`src/rtl/vend_pkg.sv`:
```
// rtl/vend_pkg.sv - shared state encoding and default widths for the vending controller
package vend_pkg;

    localparam int CREDIT_W_DEF = 8;

    typedef enum logic [2:0] {
        ST_IDLE     = 3'd0,
        ST_ACCEPT   = 3'd1,
        ST_SETUP    = 3'd2,
        ST_DISPENSE = 3'd3,
        ST_CHANGE   = 3'd4
    } state_t;

endpackage

```
`src/rtl/vend_if.sv`:
```
// rtl/vend_if.sv - front-end/demux signal bundle; sold_out exists only with STOCK_TRACK_EN
interface vend_if
    import vend_pkg::*;
#(
    parameter int CREDIT_W = CREDIT_W_DEF
) ();

    logic                coin_valid;
    logic [CREDIT_W-1:0] coin_value;
    logic                sel_valid;
    logic [1:0]          sel;
    logic                cancel;
    logic [1:0]          slot_sel;
    logic                dispense_en;
    logic                change_valid;
    logic [CREDIT_W-1:0] change_amt;
    logic                coin_reject;
    logic                deny;
    logic [CREDIT_W-1:0] credit;
    logic                busy;
`ifdef STOCK_TRACK_EN
    logic [3:0]          sold_out;
`endif

    modport master (
`ifdef STOCK_TRACK_EN
        input  sold_out,
`endif
        output coin_valid, coin_value, sel_valid, sel, cancel,
        input  slot_sel, dispense_en, change_valid, change_amt,
        input  coin_reject, deny, credit, busy
    );

    modport slave (
`ifdef STOCK_TRACK_EN
        output sold_out,
`endif
        input  coin_valid, coin_value, sel_valid, sel, cancel,
        output slot_sel, dispense_en, change_valid, change_amt,
        output coin_reject, deny, credit, busy
    );

endinterface

```
`src/rtl/vend_stock.sv`:
```
// rtl/vend_stock.sv - per-slot stock counters and registered sold_out flags (STOCK_TRACK_EN builds only)
`ifdef STOCK_TRACK_EN
module vend_stock #(
    parameter logic [3:0] STOCK_INIT = 4'd8
) (
    input  logic       clk,
    input  logic       rst,
    input  logic       i_dec,
    input  logic [1:0] i_slot,
    output logic [3:0] o_sold_out
);

    logic [3:0] r_stock [4];
    logic [3:0] w_nxt_stock [4];
    logic [3:0] r_sold_out;

    always_comb begin
        for (int i = 0; i < 4; i++) begin
            w_nxt_stock[i] = r_stock[i];
        end
        if (i_dec && (r_stock[i_slot] != 4'd0)) begin
            w_nxt_stock[i_slot] = r_stock[i_slot] - 4'd1;
        end
    end

    // sold_out is registered from the next count so it flips on the same edge as the decrement
    always_ff @(posedge clk or posedge rst) begin
        if (rst) begin
            for (int i = 0; i < 4; i++) begin
                r_stock[i]    <= STOCK_INIT;
                r_sold_out[i] <= (STOCK_INIT == 4'd0);
            end
        end else begin
            for (int i = 0; i < 4; i++) begin
                r_stock[i]    <= w_nxt_stock[i];
                r_sold_out[i] <= (w_nxt_stock[i] == 4'd0);
            end
        end
    end

    assign o_sold_out = r_sold_out;

endmodule
`endif

```
`src/rtl/vend_controller.sv`:
```
// rtl/vend_controller.sv - vending sequencer: credit, selection, demux gating, change; STOCK_TRACK_EN adds stock limits
module vend_controller
    import vend_pkg::*;
#(
    parameter int                  CREDIT_W    = CREDIT_W_DEF,
    parameter logic [CREDIT_W-1:0] PRICE0      = CREDIT_W'(25),
    parameter logic [CREDIT_W-1:0] PRICE1      = CREDIT_W'(50),
    parameter logic [CREDIT_W-1:0] PRICE2      = CREDIT_W'(75),
    parameter logic [CREDIT_W-1:0] PRICE3      = CREDIT_W'(100),
`ifdef STOCK_TRACK_EN
    parameter logic [3:0]          STOCK_INIT  = 4'd8,
`endif
    parameter int                  DISP_CYCLES = 4
) (
    input  logic clk,
    input  logic rst,
    vend_if.slave bus
);

    localparam int                CNT_W    = (DISP_CYCLES > 1) ? $clog2(DISP_CYCLES) : 1;
    localparam logic [CNT_W-1:0]  CNT_LAST = CNT_W'(DISP_CYCLES - 1);

    state_t              r_state, w_nxt_state;
    logic [CREDIT_W-1:0] r_credit, w_nxt_credit;
    logic [1:0]          r_slot_sel, w_nxt_slot_sel;
    logic                r_disp_en, w_nxt_disp_en;
    logic [CNT_W-1:0]    r_cnt, w_nxt_cnt;
    logic                r_change_valid, w_nxt_change_valid;
    logic [CREDIT_W-1:0] r_change_amt, w_nxt_change_amt;
    logic                r_coin_reject, w_nxt_coin_reject;
    logic                r_deny, w_nxt_deny;
    logic                r_busy, w_nxt_busy;

    logic [CREDIT_W:0]   w_sum;
    logic [CREDIT_W-1:0] w_sel_price;
    logic [CREDIT_W-1:0] w_vend_price;
    logic [CREDIT_W-1:0] w_remain;
    logic                w_vend_done;
    logic [3:0]          w_sold_out;

    function automatic logic [CREDIT_W-1:0] price_of(input logic [1:0] s);
        case (s)
            2'd0:    return PRICE0;
            2'd1:    return PRICE1;
            2'd2:    return PRICE2;
            default: return PRICE3;
        endcase
    endfunction

    // one extra bit on the sum exposes overflow instead of wrapping the credit
    assign w_sum        = {1'b0, r_credit} + {1'b0, bus.coin_value};
    assign w_sel_price  = price_of(bus.sel);
    assign w_vend_price = price_of(r_slot_sel);
    assign w_remain     = r_credit - w_vend_price;
    assign w_vend_done  = (r_state == ST_DISPENSE) && (r_cnt == CNT_LAST);

`ifdef STOCK_TRACK_EN
    vend_stock #(
        .STOCK_INIT (STOCK_INIT)
    ) u_stock (
        .clk        (clk),
        .rst        (rst),
        .i_dec      (w_vend_done),
        .i_slot     (r_slot_sel),
        .o_sold_out (w_sold_out)
    );
    assign bus.sold_out = w_sold_out;
`else
    assign w_sold_out = 4'b0000;
`endif

    always_comb begin
        w_nxt_state        = r_state;
        w_nxt_credit       = r_credit;
        w_nxt_slot_sel     = r_slot_sel;
        w_nxt_disp_en      = 1'b0;
        w_nxt_cnt          = '0;
        w_nxt_change_valid = 1'b0;
        w_nxt_change_amt   = '0;
        w_nxt_coin_reject  = 1'b0;
        w_nxt_deny         = 1'b0;

        case (r_state)
            ST_IDLE, ST_ACCEPT: begin
                // cancel outranks selection, which outranks a coin in the same cycle
                if (bus.cancel) begin
                    w_nxt_coin_reject = bus.coin_valid;
                    if (r_state == ST_ACCEPT) begin
                        w_nxt_state        = ST_CHANGE;
                        w_nxt_change_valid = 1'b1;
                        w_nxt_change_amt   = r_credit;
                    end
                end else if (bus.sel_valid) begin
                    w_nxt_coin_reject = bus.coin_valid;
                    if ((r_state == ST_ACCEPT) && (r_credit >= w_sel_price) &&
                        !w_sold_out[bus.sel]) begin
                        w_nxt_slot_sel = bus.sel;
                        w_nxt_state    = ST_SETUP;
                    end else begin
                        w_nxt_deny = 1'b1;
                    end
                end else if (bus.coin_valid) begin
                    if (w_sum[CREDIT_W]) begin
                        w_nxt_coin_reject = 1'b1;
                    end else begin
                        w_nxt_credit = w_sum[CREDIT_W-1:0];
                        if (w_sum[CREDIT_W-1:0] != '0) begin
                            w_nxt_state = ST_ACCEPT;
                        end
                    end
                end
            end

            ST_SETUP: begin
                w_nxt_coin_reject = bus.coin_valid;
                w_nxt_state       = ST_DISPENSE;
                w_nxt_disp_en     = 1'b1;
            end

            ST_DISPENSE: begin
                w_nxt_coin_reject = bus.coin_valid;
                if (r_cnt == CNT_LAST) begin
                    w_nxt_state  = ST_CHANGE;
                    w_nxt_credit = w_remain;
                    if (w_remain != '0) begin
                        w_nxt_change_valid = 1'b1;
                        w_nxt_change_amt   = w_remain;
                    end
                end else begin
                    w_nxt_disp_en = 1'b1;
                    w_nxt_cnt     = r_cnt + 1'b1;
                end
            end

            ST_CHANGE: begin
                w_nxt_coin_reject = bus.coin_valid;
                w_nxt_credit      = '0;
                w_nxt_state       = ST_IDLE;
            end

            default: begin
                w_nxt_credit = '0;
                w_nxt_state  = ST_IDLE;
            end
        endcase

        w_nxt_busy = (w_nxt_state == ST_SETUP) || (w_nxt_state == ST_DISPENSE) ||
                     (w_nxt_state == ST_CHANGE);
    end

    always_ff @(posedge clk or posedge rst) begin
        if (rst) begin
            r_state        <= ST_IDLE;
            r_credit       <= '0;
            r_slot_sel     <= 2'd0;
            r_disp_en      <= 1'b0;
            r_cnt          <= '0;
            r_change_valid <= 1'b0;
            r_change_amt   <= '0;
            r_coin_reject  <= 1'b0;
            r_deny         <= 1'b0;
            r_busy         <= 1'b0;
        end else begin
            r_state        <= w_nxt_state;
            r_credit       <= w_nxt_credit;
            r_slot_sel     <= w_nxt_slot_sel;
            r_disp_en      <= w_nxt_disp_en;
            r_cnt          <= w_nxt_cnt;
            r_change_valid <= w_nxt_change_valid;
            r_change_amt   <= w_nxt_change_amt;
            r_coin_reject  <= w_nxt_coin_reject;
            r_deny         <= w_nxt_deny;
            r_busy         <= w_nxt_busy;
        end
    end

    assign bus.slot_sel     = r_slot_sel;
    assign bus.dispense_en  = r_disp_en;
    assign bus.change_valid = r_change_valid;
    assign bus.change_amt   = r_change_amt;
    assign bus.coin_reject  = r_coin_reject;
    assign bus.deny         = r_deny;
    assign bus.credit       = r_credit;
    assign bus.busy         = r_busy;

endmodule

```
`src/flat_wrapper.sv`:
```
// flat-port wrapper written by rule: the top's interface ports become plain ports
module vend_controller_flat import vend_pkg::*;
#(
    parameter int                  CREDIT_W    = CREDIT_W_DEF,
    parameter logic [CREDIT_W-1:0] PRICE0      = CREDIT_W'(25),
    parameter logic [CREDIT_W-1:0] PRICE1      = CREDIT_W'(50),
    parameter logic [CREDIT_W-1:0] PRICE2      = CREDIT_W'(75),
    parameter logic [CREDIT_W-1:0] PRICE3      = CREDIT_W'(100),

    parameter int                  DISP_CYCLES = 4
)
  (clk, rst, bus_coin_valid, bus_coin_value, bus_sel_valid, bus_sel, bus_cancel, bus_slot_sel, bus_dispense_en, bus_change_valid, bus_change_amt, bus_coin_reject, bus_deny, bus_credit, bus_busy);
  vend_if #(.CREDIT_W(CREDIT_W)) bus_i ();
  input  logic clk;
  input  logic rst;
  input wire logic [$bits(bus_i.coin_valid)-1:0] bus_coin_valid;
  input wire logic [$bits(bus_i.coin_value)-1:0] bus_coin_value;
  input wire logic [$bits(bus_i.sel_valid)-1:0] bus_sel_valid;
  input wire logic [$bits(bus_i.sel)-1:0] bus_sel;
  input wire logic [$bits(bus_i.cancel)-1:0] bus_cancel;
  output wire logic [$bits(bus_i.slot_sel)-1:0] bus_slot_sel;
  output wire logic [$bits(bus_i.dispense_en)-1:0] bus_dispense_en;
  output wire logic [$bits(bus_i.change_valid)-1:0] bus_change_valid;
  output wire logic [$bits(bus_i.change_amt)-1:0] bus_change_amt;
  output wire logic [$bits(bus_i.coin_reject)-1:0] bus_coin_reject;
  output wire logic [$bits(bus_i.deny)-1:0] bus_deny;
  output wire logic [$bits(bus_i.credit)-1:0] bus_credit;
  output wire logic [$bits(bus_i.busy)-1:0] bus_busy;
  assign bus_i.coin_valid = bus_coin_valid;
  assign bus_i.coin_value = bus_coin_value;
  assign bus_i.sel_valid = bus_sel_valid;
  assign bus_i.sel = bus_sel;
  assign bus_i.cancel = bus_cancel;
  assign bus_slot_sel = bus_i.slot_sel;
  assign bus_dispense_en = bus_i.dispense_en;
  assign bus_change_valid = bus_i.change_valid;
  assign bus_change_amt = bus_i.change_amt;
  assign bus_coin_reject = bus_i.coin_reject;
  assign bus_deny = bus_i.deny;
  assign bus_credit = bus_i.credit;
  assign bus_busy = bus_i.busy;
  vend_controller #(.CREDIT_W(CREDIT_W), .PRICE0(PRICE0), .PRICE1(PRICE1), .PRICE2(PRICE2), .PRICE3(PRICE3), .DISP_CYCLES(DISP_CYCLES)) u_core (.clk(clk), .rst(rst), .bus(bus_i));
endmodule
```
`config.mk`:
```
export PLATFORM = sky130hd
export DESIGN_NAME = vend_controller_flat
export DESIGN_NICKNAME = d
export VERILOG_FILES = /design/src/rtl/vend_pkg.sv /design/src/rtl/vend_if.sv /design/src/rtl/vend_stock.sv /design/src/rtl/vend_controller.sv /design/src/flat_wrapper.sv
export SDC_FILE = /design/constraint.sdc
export NUM_CORES = 1
export LEC_CHECK = 0
export CAP_MARGIN = 30
export CORE_MARGIN = 5
export CORE_UTILIZATION = 48
export CTS_CLUSTER_DIAMETER = 100
export DETAILED_ROUTE_END_ITERATION = 16
export PLACE_DENSITY = 0.73
export SLEW_MARGIN = 10
export SYNTH_ARGS = -nofsm -noshare
export SYNTH_HDL_FRONTEND = slang
export SYNTH_SLANG_ARGS = --single-unit
export TNS_END_PERCENT = 1
```
`constraint.sdc`:
```
create_clock -name clk -period 2.1 [get_ports clk]
set_input_delay 0.42 -clock clk [delete_from_list [all_inputs] [get_ports clk]]
set_output_delay 0.42 -clock clk [all_outputs]
set_load 0.01 [all_outputs]
```
==> results of run 1 <==
-- final cells by class --
type / instances / area [µm²] / area share
flip-flops and latches: 28 / 703 / 0.223
inverters: 14 / 55.1 / 0.0175
clock buffers: 3 / 41.3 / 0.0131
repair buffers: 90 / 774 / 0.246
well taps: 52 / 65.1 / 0.0207
multi-input cells: 178 / 1480 / 0.470
clock inverters: 1 / 30.0 / 0.00954
-- registers in the layout, summed over array words and instances (netlist names) --
name,flops
u_core.bus.coin_reject,1
u_core.bus.slot_sel,2
u_core.bus.deny,1
u_core.bus.dispense_en,1
u_core.bus.busy,1
u_core.r_cnt,2
u_core.bus.change_amt,8
u_core.bus.credit,8
u_core.r_state,3
u_core.bus.change_valid,1
-- routing by layer --
layer,track usage,up-vias
li1,-,992
met3,0.0201,11
met4,0.0542,0
met5,0,-
met1,0.274,1001
met2,0.358,79
-- through the flow --
step | instance area, µm² | total power (W) | instances | hold slack, ns | setup TNS, ns
5_1_grt | 3150 | 0.00605 | 366 | 0.470 | -2.86
3_3_place_gp | 2980 | 0.00466 | 361 | 0.430 | -8.01
4_1_cts | 3090 | 0.00536 | 366 | 0.451 | -1.50
3_5_place_dp | 2980 | 0.00474 | 361 | 0.434 | -8.55
2_1_floorplan | 2160 | 0.00304 | 223 | 0.415 | -0.212
6_report | 3150 | 0.00558 | 366 | 0.451 | -0.973
-- worst max-delay path, stage by stage, from the launching register on --
cell and delay (ns):
dfrtp_2 0.46, buf_4 0.16, ha_1 0.18, o21ai_1 0.16, ha_1 0.31, o21ai_1 0.11, o21bai_1 0.10, a21oi_2 0.17
xor2_2 0.20, o221ai_1 0.15, o21a_1 0.14
-- power groups by stage --
stage	clock, W	sequential (W)	combinational [W]
final	0.000425	0.000904	0.00425
after global routing	0.000453	0.000933	0.00466
after CTS	0.000427	0.000899	0.00403
after detailed placement	0	0.000904	0.00384
after global placement	0	0.000902	0.00376
after floorplan	0	0.000981	0.00205
-- what timing repair did --
item,4_1_cts,5_1_grt
endpoints found under the setup margin,19,21
pin swaps,9,11
setup buffers,1,0
gates cloned,0,0
resized for setup,17,18
-- kinds of logic (layout without fill, tap and decap cells) --
group,count (synthesis),count (layout)
compound gates,62,62
xor+xnor,12,12
fa+ha+maj,33,33
buf+inv,17,108
flops,28,28
mux,3,3
simple gates,68,68
-- placed cells by master (no fill, tap or decap), types with 3 or more instances in the layout --
cell type,Yosys,final
nand3b_1,3,3
xnor2_1,5,4
a22o_1,4,4
inv_1,14,7
buf_4,0,51
o21ai_1,0,3
nor2_1,16,15
xor2_1,7,6
and3_1,4,4
nand3_1,3,3
ha_2,0,4
nand2_1,19,18
ha_1,31,26
or2_2,3,3
a21o_1,5,5
o21ai_0,15,11
o21a_1,3,3
dfrtp_1,28,26
a21oi_2,3,5
clkbuf_8,0,3
inv_2,0,6
nor3_1,5,4
clkdlybuf4s50_1,0,35
a21oi_1,9,7
-- path summary, 6_finish.rpt --
kind / endpoint / startpoint / depth (start not counted)
min reg2reg: u_core.r_cnt[0] / u_core.r_cnt[0] / 1
max: u_core.bus.credit[6] / u_core.bus.slot_sel[0] / 10
min: u_core.r_cnt[0] / u_core.r_cnt[0] / 1
max reg2reg: u_core.bus.credit[6] / u_core.bus.slot_sel[0] / 10
max in group asynchronous: u_core.bus.credit[2] / rst / 3
min in group asynchronous: u_core.bus.coin_reject / rst / 2
==> run metrics, run 1 <==
status=finished with violations; failing checks=setup timing; Top Layer Used=met4; Worst Tran Pin Value=0.525 ns; clock power share=0.076; Final Cycle Share=1.07; Port Buffer Count=37; EDFF count, synth=0; Congestion Overflow GR=0; relative max-transition margin=0.650; H-tree depth=1; top-count cell post-synth=ha_1; Achievable Freq=0.444 GHz; Top FF cell, synth=dfrtp_1; core area=0.00432 mm²; worst vdd ir=1380 µV; post-synth top area cell=dfrtp_1; Clock Latency Late Sink=0.28 ns; post-route ant nets=0; largest cells by area after synthesis=dfrtp_1 33%, ha_1 18%, o21ai_0 3.5%, nand2_1 3.4%, xor2_1 2.9%; Worst setup SP type=flop; CTS buffer count=3; most frequent cells after synthesis=31 x ha_1, 28 x dfrtp_1, 19 x nand2_1; final net count=363; fillers=347; Yosys warning count=0; Pins Over Slew Limit=0; Sw Ratio=0.435; diode count=0; RePlAce Congestion=0.917; first-pass GRT wire length=10,100 µm; met2 WL=3040 µm; endpoints failing setup=12; io pins=38; Die Wd=76.5 µm; area delta synth->final=48.1%; largest family of logic cells by synthesized area=compound AO/OA/AOI/OAI gates; HP Class=reg2reg; Post-Syn Area=0.00212 mm²; vias per std cell=5.69; routed wl met3=347 µm; Final Util=0.728; Site Rows=24; Avg WL per Cell=16.2 µm; die area=0.00586 mm²; Synth cell types=52; fin crit period=2.25 ns; switching pwr=0.00242 W; TritonRoute pass-1 iters=4; FFs w/ async S/R, synth=1.00; largest net degree at the start of global routing=18; RSZ-0062 raised after global routing=true; number of global-route vias before repair=2,160; Fin Clk Skew=0.00772 ns; Post-DP HPWL=4680 µm; routed vias=2,083; gr usage total=0.207; power per cell area=1770 mW/mm²; final wirelength=5940 µm; syn nets=271; Avg Inst Size Synth=9.53 µm²; Post-Synth Adder-Cell Area=0.201; CTS clk-pin slew, worst paths=0.10 ns; post-synth top area share=0.330; Compound-Gate Fraction of Synth Area=0.204; setup slack on the worst flop-to-flop path=-0.15 ns; combinational cell fraction of total power=0.762; max_cap viols=0; Seq/Total Area, Yosys=0.330; crit-path max FO=4; share of layout cells above drive strength 1=0.331; Pint=0.00315 W; WP data required=2.27 ns; Final WS setup=-0.151 ns; CTS Buffer Depth=2; metal1 wirelength=2480 µm; post-synthesis mux area share=0.0147; Initial DRC Count=133; drt drc=0; post-synthesis cell count=223; simple-gate share of the synthesized area=0.166; Lkg Pwr=1.47 nW; crit path kind=reg2reg; crit path DAT=2.42 ns; flops & latches, synth=28; TritonCTS clock tree=built; pre-CTS setup slack=-0.667 ns; CP Capture Type=flop; Final Hold Fails=0; die span in y=76.5 µm; initial antenna violation count=0; Clock Root Buffer=clkbuf_8; Starting Density=0.491; # hold bufs at CTS=0; Post-Synth XOR/XNOR Area=0.0495; clk sinks=28; Sequential Power Share=0.162
Note: power is estimated with default switching activity, not from simulation.
==> run 2: changes to the inputs <==
- ABC_AREA: default -> 0
- CAP_MARGIN: 30 -> 0
==> results of run 2 <==
The final DEF is identical to that of run 1; final timing and power are the same.
